==> src/rtl/vram_arb_pkg.sv <==
// Shared definitions for the VRAM arbiter: arbitration modes, lock states, tag sizing.
`default_nettype none

package vram_arb_pkg;

    localparam int ARB_RR    = 0;
    localparam int ARB_FIXED = 1;

    typedef enum logic [0:0] {
        ST_IDLE   = 1'b0,
        ST_LOCKED = 1'b1
    } lock_state_e;

    // Tag width for a port index; never narrower than one bit.
    function automatic int clog2(input int n);
        int r;
        r = 1;
        while ((1 << r) < n) r = r + 1;
        return r;
    endfunction

endpackage

`default_nettype wire

==> src/rtl/vram_read_pipe.sv <==
// Tag/valid shift register that tracks in-flight VRAM reads until their data is due.
`default_nettype none

module vram_read_pipe #(
    parameter int DEPTH = 2,
    parameter int TAG_W = 1
) (
    input  logic             clk,
    input  logic             reset,
    input  logic             in_valid_i,
    input  logic [TAG_W-1:0] in_tag_i,
    output logic             out_valid_o,
    output logic [TAG_W-1:0] out_tag_o
);

    logic [DEPTH-1:0] valid_q;
    logic [TAG_W-1:0] tag_q [DEPTH];

    always_ff @(posedge clk) begin
        if (reset) begin
            valid_q <= '0;
            for (int i = 0; i < DEPTH; i++) tag_q[i] <= '0;
        end else begin
            valid_q <= {valid_q[DEPTH-2:0], in_valid_i};
            tag_q[0] <= in_tag_i;
            for (int i = 1; i < DEPTH; i++) tag_q[i] <= tag_q[i-1];
        end
    end

    assign out_valid_o = valid_q[DEPTH-1];
    assign out_tag_o   = tag_q[DEPTH-1];

endmodule

`default_nettype wire

==> src/rtl/vram_arbiter.sv <==
// Multi-port VRAM arbiter: round-robin or fixed-priority pick, burst lock,
// registered VRAM bus and tag-routed read-data return.
`default_nettype none

module vram_arbiter
    import vram_arb_pkg::*;
#(
    parameter int NUM_PORTS    = 2,
    parameter int ADDR_WIDTH   = 16,
    parameter int DATA_WIDTH   = 16,
    parameter int READ_LATENCY = 1,
    parameter int ARB_MODE     = 0
) (
    input  logic                                clk,
    input  logic                                reset,
    input  logic [NUM_PORTS-1:0]                req,
    input  logic [NUM_PORTS-1:0]                rd,
    input  logic [NUM_PORTS-1:0]                wr,
    input  logic [NUM_PORTS-1:0]                lock,
    input  logic [NUM_PORTS*DATA_WIDTH/8-1:0]   be,
    input  logic [NUM_PORTS*ADDR_WIDTH-1:0]     addr,
    input  logic [NUM_PORTS*DATA_WIDTH-1:0]     wdata,
    output logic [NUM_PORTS-1:0]                gnt,
    output logic [NUM_PORTS-1:0]                rvalid,
    output logic [DATA_WIDTH-1:0]               rdata,
    output logic                                err,
    output logic                                vram_en,
    output logic                                vram_rd,
    output logic                                vram_wr,
    output logic [DATA_WIDTH/8-1:0]             vram_be,
    output logic [ADDR_WIDTH-1:0]               vram_addr,
    output logic [DATA_WIDTH-1:0]               vram_data_out,
    input  logic [DATA_WIDTH-1:0]               vram_data_in
);

    localparam int BE_W  = DATA_WIDTH / 8;
    localparam int TAG_W = clog2(NUM_PORTS);

    lock_state_e            state_q, state_d;
    logic [TAG_W-1:0]       owner_q, owner_d;
    logic [TAG_W-1:0]       last_q, last_d;
    logic [NUM_PORTS-1:0]   eligible;
    logic [TAG_W-1:0]       sel;
    logic [TAG_W-1:0]       probe_idx;
    int                     scan_idx;
    logic                   found;
    logic                   accept;
    logic                   sel_legal;

    logic                   vram_en_q, vram_rd_q, vram_wr_q;
    logic [BE_W-1:0]        vram_be_q;
    logic [ADDR_WIDTH-1:0]  vram_addr_q;
    logic [DATA_WIDTH-1:0]  vram_dout_q;
    logic                   err_q;
    logic [NUM_PORTS-1:0]   rvalid_q;
    logic [DATA_WIDTH-1:0]  rdata_q;

    logic                   pipe_valid;
    logic [TAG_W-1:0]       pipe_tag;

    // Pick logic: while locked only the owner is eligible.
    always_comb begin
        eligible  = req;
        found     = 1'b0;
        sel       = '0;
        scan_idx  = 0;
        probe_idx = '0;
        if (state_q == ST_LOCKED) begin
            eligible          = '0;
            eligible[owner_q] = req[owner_q];
        end
        for (int k = 0; k < NUM_PORTS; k++) begin
            if (ARB_MODE == ARB_FIXED) scan_idx = k;
            else                       scan_idx = (int'(last_q) + 1 + k) % NUM_PORTS;
            probe_idx = TAG_W'(scan_idx);
            if (!found && eligible[probe_idx]) begin
                found = 1'b1;
                sel   = probe_idx;
            end
        end
    end

    assign accept    = found & ~reset;
    assign sel_legal = rd[sel] ^ wr[sel];
    assign gnt       = accept ? (NUM_PORTS'(1) << sel) : '0;

    always_comb begin
        state_d = state_q;
        owner_d = owner_q;
        last_d  = accept ? sel : last_q;
        case (state_q)
            ST_IDLE: begin
                if (accept && lock[sel]) begin
                    state_d = ST_LOCKED;
                    owner_d = sel;
                end
            end
            ST_LOCKED: begin
                if (!req[owner_q])              state_d = ST_IDLE;
                else if (accept && !lock[sel])  state_d = ST_IDLE;
            end
            default: state_d = ST_IDLE;
        endcase
    end

    always_ff @(posedge clk) begin
        if (reset) begin
            state_q <= ST_IDLE;
            owner_q <= '0;
            last_q  <= TAG_W'(NUM_PORTS - 1);
        end else begin
            state_q <= state_d;
            owner_q <= owner_d;
            last_q  <= last_d;
        end
    end

    // Bus register: one VRAM cycle per accepted legal request, otherwise all zero.
    always_ff @(posedge clk) begin
        if (reset) begin
            vram_en_q   <= 1'b0;
            vram_rd_q   <= 1'b0;
            vram_wr_q   <= 1'b0;
            vram_be_q   <= '0;
            vram_addr_q <= '0;
            vram_dout_q <= '0;
            err_q       <= 1'b0;
        end else begin
            if (accept && sel_legal) begin
                vram_en_q   <= 1'b1;
                vram_rd_q   <= rd[sel];
                vram_wr_q   <= wr[sel];
                vram_be_q   <= be[int'(sel)*BE_W +: BE_W];
                vram_addr_q <= addr[int'(sel)*ADDR_WIDTH +: ADDR_WIDTH];
                vram_dout_q <= wdata[int'(sel)*DATA_WIDTH +: DATA_WIDTH];
            end else begin
                vram_en_q   <= 1'b0;
                vram_rd_q   <= 1'b0;
                vram_wr_q   <= 1'b0;
                vram_be_q   <= '0;
                vram_addr_q <= '0;
                vram_dout_q <= '0;
            end
            if (accept && !sel_legal) err_q <= 1'b1;
        end
    end

    vram_read_pipe #(
        .DEPTH (READ_LATENCY + 1),
        .TAG_W (TAG_W)
    ) u_read_pipe (
        .clk         (clk),
        .reset       (reset),
        .in_valid_i  (accept & sel_legal & rd[sel]),
        .in_tag_i    (sel),
        .out_valid_o (pipe_valid),
        .out_tag_o   (pipe_tag)
    );

    always_ff @(posedge clk) begin
        if (reset) begin
            rvalid_q <= '0;
            rdata_q  <= '0;
        end else begin
            rvalid_q <= pipe_valid ? (NUM_PORTS'(1) << pipe_tag) : '0;
            if (pipe_valid) rdata_q <= vram_data_in;
        end
    end

    assign rvalid        = rvalid_q;
    assign rdata         = rdata_q;
    assign err           = err_q;
    assign vram_en       = vram_en_q;
    assign vram_rd       = vram_rd_q;
    assign vram_wr       = vram_wr_q;
    assign vram_be       = vram_be_q;
    assign vram_addr     = vram_addr_q;
    assign vram_data_out = vram_dout_q;

endmodule

`default_nettype wire

==> config.mk <==
export PLATFORM = sky130hd
export DESIGN_NAME = vram_arbiter
export DESIGN_NICKNAME = d
export VERILOG_FILES = /design/src/rtl/vram_arb_pkg.sv /design/src/rtl/vram_read_pipe.sv /design/src/rtl/vram_arbiter.sv
export SDC_FILE = /design/constraint.sdc
export NUM_CORES = 1
export LEC_CHECK = 0
export BUFFER_PORTS_ARGS = -buffer_cell sky130_fd_sc_hd__buf_4
export CAP_MARGIN = 20
export CORE_MARGIN = 1.5
export CORE_UTILIZATION = 40
export DETAILED_ROUTE_END_ITERATION = 6
export PLACE_DENSITY = 0.82
export SYNTH_ARGS = -nofsm -noshare
export SYNTH_HDL_FRONTEND = slang
export SYNTH_SLANG_ARGS = --single-unit
export TNS_END_PERCENT = 10
==> constraint.sdc <==
create_clock -name clk -period 1.67 [get_ports clk]
set_input_delay 0.334 -clock clk [delete_from_list [all_inputs] [get_ports clk]]
set_output_delay 0.334 -clock clk [all_outputs]
set_load 0.005 [all_outputs]
Word-level counts from Yosys, hierarchy flattened:

Memories as Yosys holds them, arrays and structs flattened.
Cells that the tools add are included.

* add/sub/neg operators: 2
* multiply operators: 0
* div/mod/pow operators: 0
* order comparisons: 5
* equal/unequal tests: 0
* shift-type cells: 5
* multiplexer cells: 30
* bitwise gates (word level): 11
* reduce and logical (&&, ||, !) cells: 12

Operators with widths (count)
* $shiftx 32x6->16: 2
* $mux 1: 26
* $lt 1x2->1 const B: 4
* $logic_and 1x1->1: 6
* $mux 2: 2
* $not 1->1: 4
* $reduce_or 2->1: 2
* $shiftx 4x3->2: 1
* $shl 1x1->2 const A: 2
* $and 1x1->1: 3
* $logic_not 1->1: 3
* $add 1x1->1 const B: 2
* $and 2x2->2: 1
* $or 1x1->1: 2
* $pmux 1 s2: 1
* $reduce_and 2->1: 1
* $demux 1 s1: 1
* $ge 1x1->1 const B: 1
* $xor 1x1->1: 1

* register bits after elaboration: 61
* bits in latches: 0
* memory bits (writable): 2
* bits in read-only memories: 0
* input port bits: 94
* logic and storage cells: 79
* memories: 1

Memory list
* u_read_pipe.tag_q: words 2, width 1, rd ports 2, clocked after Yosys merged registers in 0, write ports 2, RTL line vram_read_pipe.sv:17 `logic [TAG_W-1:0] tag_q [DEPTH];`

Depth between registers and ports, before layout:

Gate-level depths: netlist of run 1.

* depth after elaboration: 19
* gate-level depth with buffers: 6
* depth with buffers taken out: 4

Hierarchy:

Synthesis of run 1 repeated with hierarchy kept, for this count alone.

* cell total of the unflattened synthesis: 257
* area, all modules: 2426.1 µm²

Modules (own cells, without submodules)
* vram_arbiter: times used 1, cells each 249, area an instance 2321.0 µm²
* vram_read_pipe: times used 1, cells each 8, area an instance 105.1 µm²

Worst setup path before layout of run 1:

Ideal clock, no wire load.

* kind: register to output
* start point: register owner_q
* end point: output gnt[0]
* arrival time: 1.202 ns
* required time: 1.336 ns
* path slack: 0.134 ns
* stages on the path, launching flop included: 5
* buffers on the path: 1
* path through: dfxtp_1 -> and2b_1 -> nor3_4 -> buf_2 -> nor2_1

* longest elaborated chain between the ends: 14
* elaborated cells on any way between the ends: 22

RTL lines
* from (decl): RTL line vram_arbiter.sv:40 `logic [TAG_W-1:0] owner_q, owner_d;`
* from (signal assigned): RTL line vram_arbiter.sv:113 `owner_q <= owner_d;`
* $lt 1x2->1 (not written as such) / $ge 1x1->1 (equally long branches): RTL line vram_arbiter.sv:70 `eligible[owner_q] = req[owner_q];`
* $logic_and 1x1->1 (not written as such): RTL line vram_arbiter.sv:70
* $mux 1 (not written as such): RTL line vram_arbiter.sv:70
* $demux 1 s1: RTL line vram_arbiter.sv:70
* $and 2x2->2 (no source line) *
* $mux 2 *: RTL line vram_arbiter.sv:68 `if (state_q == ST_LOCKED) begin`
* $mux 1 (not written as such) (2 in series): RTL line vram_arbiter.sv:76 `if (!found && eligible[probe_idx]) begin`
* $mux 1: RTL line vram_arbiter.sv:76
* $logic_not 1->1: RTL line vram_arbiter.sv:76
* $logic_and 1x1->1: RTL line vram_arbiter.sv:76
* $mux 1: RTL line vram_arbiter.sv:76
* $shl 1x1->2 / $and 1x1->1 (equally long branches): RTL line vram_arbiter.sv:85, vram_arbiter.sv:83
* $mux 2 *: RTL line vram_arbiter.sv:85 `assign gnt = accept ? (NUM_PORTS'(1) << sel) : '0;`
* to (decl): RTL line vram_arbiter.sv:23 `output logic [NUM_PORTS-1:0] gnt,`

Mark *: on every way between the ends. The rest lies on a longest branch, timed or not. The select of a mux whose other input is x is not followed.

Worst setup path after layout of run 1:

Ends and elaborated chain as after synthesis.

==> impl_metrics.py, run 1 <==
metrics = {
    "status": {
        "status": "completed",
    },
    "yosys": {
        "synth.avg_cell_area_um2": 9.494,
        "synth_top_family_by_area": "simple AND/OR/NAND/NOR gates",
        "synth_nets": 349,
        "synthAdderAreaFrac": 0,
        "synthXorXnorAreaFrac": 0.007235,
        "synth_cells": 255,
        "ys_seq_area_frac": 0.5209,
        "ys.flop_type": "dfxtp_1",
        "synth-simple-area-share": 0.2005,
        "synthDistinctLibCells": 32,
        "synth_mux_area_frac": 0.07028,
        "synth_area_mm2": 0.002421,
        "synth_area_leader_cell": "dfxtp_1",
        "ys_ff_latch": 63,
        "synth_edf_count": 0,
        "yosys_warnings": 0,
        "synth_most_common_cell": "nand2_1",
        "synth_compound_area_frac": 0.1602,
        "synth_top_area_share": 0.5209,
        "synth_common_cells": "nand2_1, dfxtp_1, a21oi_2",
        "ys_async_sr_fraction": 0,
        "synth_area_leaders": "dfxtp_1, nand2_1, a21oi_2",
    },
    "power_and_ir_drop": {
        "power_density_mw_per_mm2": 873.9,
        "p_sw_uw": 910.2,
        "clockPowerShare": 0.327,
        "power_leakage_nw": 1.809,
        "power_frac_seq": 0.476,
        "p_int_mw": 2.480,
        "p_sw_frac": 0.2684,
        "vdd_drop_max_mv": 0.4705,
        "share_comb_of_total_power": 0.197,
    },
    "setup_path": {
        "critPathKind": "register to output pin",
        "critPathLaunchType": "register",
        "slowest_delay_ns": 0.37,
        "path_delay_family": "simple AND/OR/NAND/NOR gates",
        "required_ns": 1.34,
        "crit_fanout": 5,
        "r2r_slack_ns": 0.08,
        "path_buf_inv": 1,
        "cp.arrival_ns": 1.33,
        "endpoint_kind": "output pin",
        "crit_slowest_cell": "dfxtp_4",
        "worstPathCellList": "and2b_2 -> nor3_4 -> nor2_1 -> buf_4",
    },
    "clock_tree": {
        "cts_buffers": 9,
        "cts_tree": "done",
        "clockBufferDepth": 2,
        "clk_pin_slew_ns": 0.07,
        "cts_sinks": 63,
        "insertion_delay_ns": 0.33,
        "clockRootBuffer": "clkbuf_8",
        "cts_max_level": 3,
    },
    "routing": {
        "drt-total-wl_um": 6337,
        "drt_first_pass_iters": 4,
        "route.antenna.remaining_nets": 0,
        "vias": 2344,
        "wl_per_cell_um": 12.72,
        "drc_errors": 0,
        "viasPerCell": 4.707,
        "dr.first_iter.drc_count": 45,
    },
    "floorplan": {
        "start_util": 0.4114,
        "fp.coreArea_mm2": 0.005886,
        "die_y_um": 80.80,
        "dieArea_mm2": 0.006529,
        "die_x_um": 80.80,
        "io-pin-count": 152,
        "rows": 28,
    },
    "finish": {
        "area_growth_pct": 60.26,
        "n_antenna_cell": 0,
        "final_cells": 498,
        "fin_area_mm2": 0.003880,
        "nets": 512,
        "drive_gt1_frac": 0.5201,
    },
    "sta": {
        "setup_viol": 0,
        "clock_skew_ns": 0.006315,
        "finalHoldViolCount": 0,
        "timing.slew.headroom": 0.8163,
        "fin_crit_ns": 1.664,
        "fmax_mhz": 601.0,
        "rsz0062_at_grt": "yes",
        "setup_ws_ns": 0.006143,
        "worst_slew_pin_slew_ns": 0.2756,
        "finalCritPeriodShare": 0.9963,
        "maxSlewViolCount": 0,
    },
    "placement": {
        "hpwl_um": 4656,
        "dpl_worst_slack_ns": 0.1431,
        "dp_cells": 477,
        "io_buffers": 151,
        "gp_congestion": 0.8778,
        "placed_area_mm2": 0.003652,
    },
    "global_route": {
        "grt-ovfl-total": 0,
        "track_usage": 0.1970,
        "grt_max_degree": 26,
        "grt_pass1_vias": 2150,
        "grt_pass1_wl_um": 9825,
        "antenna_found_initial": 0,
    },
    "job": {
        "maxCapViolCount": 0,
    },
    "hold_path": {
        "hold_class": "input port to register",
    },
}
-- metrics by stage --
stage	util	hold slack (ns)	TNS, ns	power [mW]
2_1_floorplan	-	0.3892	0	1.942
3_3_place_gp	0.6205	0.3966	0	2.282
3_5_place_dp	0.6205	0.4063	0	2.297
4_1_cts	0.6550	0.2047	-0.002197	3.419
5_1_grt	0.6592	0.2086	-0.08664	3.567
6_report	0.6592	0.2191	0	3.391
-- path summary, 6_finish.rpt --
path,startpoint,depth (start not counted),to
max,owner_q,4,gnt[0]
min,reset,2,u_read_pipe.tag_q[0][0]
max reg2reg,state_q,5,owner_q
min reg2reg,u_read_pipe.tag_q[0][1],1,rvalid[0]
-- kinds of logic (layout without fill, tap and decap cells) --
family,count (synthesis),count (layout)
buffers and inverters,18,186
multiplexers,17,17
AND/OR/NAND/NOR,108,108
flip-flops,63,63
AO/OA/AOI/OAI,47,47
XOR/XNOR,2,2
-- power groups by stage --
stage          clock [mW]  combinational (mW)  sequential [mW]
3_5_place_dp            0               0.650             1.65
4_1_cts              1.14               0.665             1.61
6_report             1.11               0.670             1.61
3_3_place_gp            0               0.637             1.64
5_1_grt              1.21               0.733             1.62
2_1_floorplan           0               0.288             1.65
-- worst register-to-register path, stage by stage, from the launching register on --
cell and delay, ns:
dfxtp_4 0.39, and3b_2 0.24, buf_4 0.15, o31a_1 0.26
o2111ai_1 0.27, mux2i_1 0.21
-- registers in the layout, indices dropped and copies added, names as in the netlist, 2 cells and up --
register and cells:
rdata 16, rvalid 2, u_read_pipe.tag_q 2, u_read_pipe.valid_q 2
vram_addr 16, vram_be 2, vram_data_out 16
-- cell type report --
cell class | instances | area, um2
repair buffers | 166 | 1266
well taps | 75 | 93.84
clock inverters | 6 | 37.54
multi-input cells | 174 | 1071
clock buffers | 10 | 127.6
inverters | 4 | 15.01
fillers | 474 | 2006
flip-flops and latches | 63 | 1269
-- routing by layer --
layer,track usage,up-vias,wire [um]
met3,0.06966,11,625
met4,0.08103,0,92
met5,0,-,0
met1,0.2190,1055,2503
li1,-,1169,-
met2,0.3408,109,3115
-- cells in the final DEF (no fill, tap or decap), drive strengths merged, types with 2 or more instances in the layout --
master / synthesis / routed
nor2b: 2 / 2
nor2: 19 / 19
dfxtp: 63 / 63
a21oi: 39 / 39
clkbuf: 4 / 10
nand3b: 5 / 5
nand2: 72 / 72
buf: 10 / 166
mux2i: 17 / 17
xnor2: 2 / 2
clkinv: 0 / 3
inv: 4 / 4
clkinvlp: 0 / 3
nand4: 2 / 2
-- repair_timing --
action,CTS,global route
hold buffers,0,0
setup buffers,3,2
endpoints found under the setup margin,2,3
gates resized for setup,6,3
pin swaps,2,1
gates cloned,0,0
Note: power is estimated with default switching activity, not from simulation.
==> run 2: changes to the inputs <==
- CORE_UTILIZATION: 40 -> 26
- PLACE_DENSITY: 0.82 -> 0.59
==> run 2 against run 1 <==
Worst setup slack gained 0.012 ns. Die area grew 52%. Non-clock buffer count shrank 3. First-iteration DRC count shrank 8.9%. Fmax grew 0.74%. Sequential share of layout area shrank 0.66 points. Wire length shrank 0.79%. Flip-flop and latch count is the same.
==> impl_metrics.py, run 2 (synthesized netlist as in run 1, its figures left out) <==
metrics = {
    "status": {
        "status": "completed",
    },
    "setup_path": {
        "required_ns": 1.34,
        "endpoint_kind": "output pin",
        "cp.arrival_ns": 1.32,
        "crit_fanout": 5,
        "critPathLaunchType": "register",
        "critPathKind": "register to output pin",
    },
    "finish": {
        "fin_area_mm2": 0.003960,
        "drive_gt1_frac": 0.5238,
        "nets": 509,
        "final_cell_mix": "buf_4, nand2_1, dfxtp_1",
        "final_common_cell": "buf_4",
        "n_antenna_cell": 0,
        "area_growth_pct": 63.57,
    },
    "routing": {
        "drc_errors": 0,
        "dr.first_iter.drc_count": 41,
        "route.antenna.remaining_nets": 0,
        "drt_first_pass_iters": 4,
        "wl_per_cell_um": 11.84,
        "viasPerCell": 4.262,
        "vias": 2263,
        "drt-total-wl_um": 6287,
    },
    "floorplan": {
        "dieArea_mm2": 0.009899,
        "fp.coreArea_mm2": 0.009153,
        "die_y_um": 99.50,
        "rows": 35,
        "io-pin-count": 152,
        "start_util": 0.2645,
        "die_x_um": 99.50,
    },
    "hold_path": {
        "hold_class": "input port to register",
    },
    "global_route": {
        "use_met1": 0.1361,
        "grt_pass1_vias": 2295,
        "busiest_layer": "met2",
        "track_usage": 0.1327,
        "grt_max_degree": 37,
        "grt-ovfl-total": 0,
        "met2_usage": 0.2371,
        "grt_pass1_wl_um": 10320,
        "antenna_found_initial": 0,
        "grtUsageMet3": 0.05341,
    },
    "sta": {
        "finalHoldViolCount": 0,
        "tns_ns": 0,
        "fin_crit_ns": 1.652,
        "holdWs_ns": 0.2361,
        "fmax_mhz": 605.5,
        "worst_slew_pin_slew_ns": 0.2652,
        "maxSlewViolCount": 0,
        "finalCritPeriodShare": 0.9890,
        "setup_viol": 0,
        "rsz0062_at_grt": "yes",
        "clock_skew_ns": 0.009185,
        "timing.slew.headroom": 0.8220,
    },
    "placement": {
        "io_buffers": 151,
        "placed_area_mm2": 0.003702,
        "hpwl_um": 4742,
        "gp_congestion": 0.7697,
    },
    "clock_tree": {
        "cts_max_level": 3,
        "cts_buffers": 9,
        "cts_sinks": 63,
        "clockBufferDepth": 2,
        "cts_tree": "done",
        "clk_pin_slew_ns": 0.07,
        "clockRootBuffer": "clkbuf_8",
        "insertion_delay_ns": 0.33,
    },
    "job": {
        "maxCapViolCount": 0,
    },
    "power_and_ir_drop": {
        "vdd_drop_max_mv": 0.4630,
        "power_leakage_nw": 1.819,
        "power_density_mw_per_mm2": 902.3,
    },
}
-- run 2: through the flow --
stage	util	total power [mW]	instances	setup slack [ns]
global placement	0.4045	2.294	512	0.1417
finish	0.4327	3.573	531	0.01836
global route	0.4327	3.777	531	-0.05275
floorplan	-	1.942	255	0.1342
CTS	0.4314	3.653	531	-0.01403
detailed placement	0.4045	2.303	512	0.1213
-- run 2: report_power, final --
group          switching [mW]  internal, mW  total, mW
sequential             0.0324          1.58       1.62
combinational           0.297         0.366      0.662
clock                   0.574         0.721       1.30
-- run 2: layout make-up --
cell class	count	area (um2)
Clock buffer	10	137.6
Clock inverter	6	60.06
Fill cell	911	5192
Inverter	4	15.01
Multi-Input combinational cell	174	1087
Sequential cell	63	1269
Tap cell	111	138.9
Timing Repair Buffer	163	1252
-- run 2: worst max-delay path, stage by stage, from the launching register on --
cell and delay [ns]:
dfxtp_4 0.37, and2b_2 0.25, nor3_4 0.17, nor2_1 0.06, buf_4 0.14
-- run 2: worst paths after layout --
check / start / to / slack [ns] / cells past startpoint
max: owner_q / gnt[0] / 0.02 / 4
min: vram_data_in[0] / rdata[0] / 0.24 / 3
max reg2reg: owner_q / vram_addr[6] / 0.07 / 6
min reg2reg: u_read_pipe.tag_q[0][1] / rvalid[0] / 0.41 / 1
-- run 2: what timing repair did --
action | 4_1_cts | 5_1_grt
pin swaps | 2 | 3
hold buffers | 0 | 0
setup buffers | 3 | 0
setup endpoints to repair | 2 | 8
gates resized for setup | 8 | 3
-- run 2: routing by layer --
| layer | up-vias | wire [um] |
|---|---|---|
| li1 | 1164 | - |
| met1 | 992 | 2419 |
| met2 | 96 | 3234 |
| met3 | 11 | 528 |
| met4 | 0 | 104 |
| met5 | - | 0 |
==> run 3: changes to the inputs <==
- clock period: 1.67 -> 2 ns (I/O delays scaled with it)
==> run 3 against run 2 <==
Via count fell by 0.13%. Highest routed layer unchanged. Combinational power fell by 20%. Utilization fell by 0.74 points. Global-route usage fell by 0.23 points. Non-clock buffer count fell by 3. Clock power fell by 15%. Sequential share of layout area rose by 0.40 points. Largest power group unchanged. Sequential power fell by 17%. Critical path depth did not move.
==> impl_metrics.py, run 3 (synthesized netlist as in run 1, its figures left out) <==
metrics = {
    "status": {
        "status": "completed",
    },
    "global_route": {
        "antenna_found_initial": 0,
        "track_usage": 0.1304,
        "grt_pass1_vias": 2211,
        "grt_max_degree": 25,
        "grt-ovfl-total": 0,
        "grt_pass1_wl_um": 10120,
    },
    "sta": {
        "fmax_mhz": 520.4,
        "fin_crit_ns": 1.921,
        "holdWs_ns": 0.3037,
        "clock_skew_ns": 0.004040,
        "worst_slew_pin_slew_ns": 0.3456,
        "setup_viol": 0,
        "finalCritPeriodShare": 0.9607,
        "timing.slew.headroom": 0.7696,
        "maxSlewViolCount": 0,
        "finalHoldViolCount": 0,
    },
    "power_and_ir_drop": {
        "vdd_drop_max_mv": 0.3356,
        "power_mw": 2.979,
        "power_frac_seq": 0.453,
        "p_sw_frac": 0.2573,
        "p_sw_uw": 766.5,
        "clockPowerShare": 0.369,
        "p_int_mw": 2.212,
        "power_leakage_nw": 1.791,
        "power_density_mw_per_mm2": 765.3,
        "share_comb_of_total_power": 0.178,
    },
    "floorplan": {
        "fp.coreArea_mm2": 0.009153,
        "io-pin-count": 152,
        "die_y_um": 99.50,
        "rows": 35,
        "start_util": 0.2645,
        "dieArea_mm2": 0.009899,
        "die_x_um": 99.50,
    },
    "clock_tree": {
        "clockBufferDepth": 2,
        "clockRootBuffer": "clkbuf_8",
        "cts_max_level": 3,
        "clk_pin_slew_ns": 0.07,
        "cts_sinks": 63,
        "cts_tree": "done",
        "insertion_delay_ns": 0.33,
        "cts_buffers": 9,
    },
    "finish": {
        "nets": 506,
        "n_antenna_cell": 0,
        "seq_area_mm2": 0.001262,
        "final_cell_mix": "buf_4, nand2_1, dfxtp_1",
        "nFillCells": 905,
        "final_common_cell": "buf_4",
        "multi_input_area_mm2": 0.001077,
        "area_growth_pct": 60.78,
        "drive_gt1_frac": 0.5084,
        "postLayoutCoreUtil": 0.4253,
    },
    "placement": {
        "gp_congestion": 0.7859,
        "hpwl_um": 4785,
        "io_buffers": 151,
    },
    "hold_path": {
        "hp-start": "vram_data_in[0]",
        "min_to": "rdata[0]",
        "hold_class": "input port to register",
        "hold_depth": 3,
    },
    "routing": {
        "viasPerCell": 4.280,
        "dr.first_iter.drc_count": 82,
        "drc_errors": 0,
        "route.antenna.remaining_nets": 0,
        "drt_first_pass_iters": 4,
        "vias": 2260,
        "wl_per_cell_um": 11.95,
        "drt-total-wl_um": 6312,
    },
    "setup_path": {
        "critPathKind": "register to output pin",
        "required_ns": 1.60,
        "critPathLaunchType": "register",
        "worstRegToRegCells": 5,
        "crit_fanout": 5,
        "crit_slowest_cell": "dfxtp_1",
        "r2r_start": "owner_q",
        "r2r_slack_ns": 0.32,
        "r2r_end": "vram_addr[5]",
        "endpoint_kind": "output pin",
        "slowest_delay_ns": 0.46,
        "worstPathCellList": "and2b_1 -> nor3_4 -> nor2_1 -> buf_4",
        "cp.arrival_ns": 1.52,
    },
    "job": {
        "maxCapViolCount": 0,
    },
}
==> run 3: changes by cell type in the layout (fill, tap and decap cells not counted), sizes merged <==
cell / previous run / this run
buf: 163 / 160
==> run 3: worst max path at each step <==
| stage | startpoint | to |
|---|---|---|
| finish | owner_q | gnt[0] |
| global route | owner_q | gnt[0] |
| CTS | owner_q | gnt[0] |
| detailed placement | req[1] | gnt[0] |
| global placement | req[1] | gnt[0] |
| floorplan | owner_q | gnt[0] |
==> run 3: final cells by class <==
class                           count  area share
Clock inverter                      6     0.01543
Multi-Input combinational cell    174      0.2768
Inverter                            4    0.003857
Timing Repair Buffer              160      0.3086
Sequential cell                    63      0.3243
Tap cell                          111     0.03568
Clock buffer                       10     0.03536
==> run 3: what timing repair did <==
action / CTS / global route
hold buffers: 0 / 0
gates resized for setup: 0 / 3
setup endpoints to repair: 1 / 1
pin swaps: 1 / 0
buffers inserted: 1 / 0
==> run 3: power groups by stage <==
stage | logic (mW) | registers, mW | clock network (mW)
floorplan | 0.241 | 1.38 | 0
global placement | 0.527 | 1.38 | 0
detailed placement | 0.533 | 1.38 | 0
CTS | 0.537 | 1.35 | 1.17
global route | 0.588 | 1.36 | 1.21
finish | 0.531 | 1.35 | 1.10
==> run 3: through the flow <==
step | area (um2) | std cells | setup TNS, ns | worst slack, ns
floorplan | 2421 | 255 | 0 | 0.3982
global placement | 3670 | 511 | 0 | 0.2381
detailed placement | 3670 | 511 | 0 | 0.2081
CTS | 3875 | 528 | 0 | 0.08864
global route | 3892 | 528 | -0.007690 | -0.007690
finish | 3892 | 528 | 0 | 0.07857
==> run 3: routing by layer <==
metal	wire length [um]	up-vias	track usage
li1	-	1155	-
met1	2559	998	0.1465
met2	3099	97	0.2176
met3	547	10	0.05833
met4	105	0	0.04984
met5	0	-	0
==> run 3: worst max-delay path: cells and delay by family (launching register included) <==
family        cells  cell delay, ns
simple gates      3            0.60
buf+inv           1            0.14
flops             1            0.46
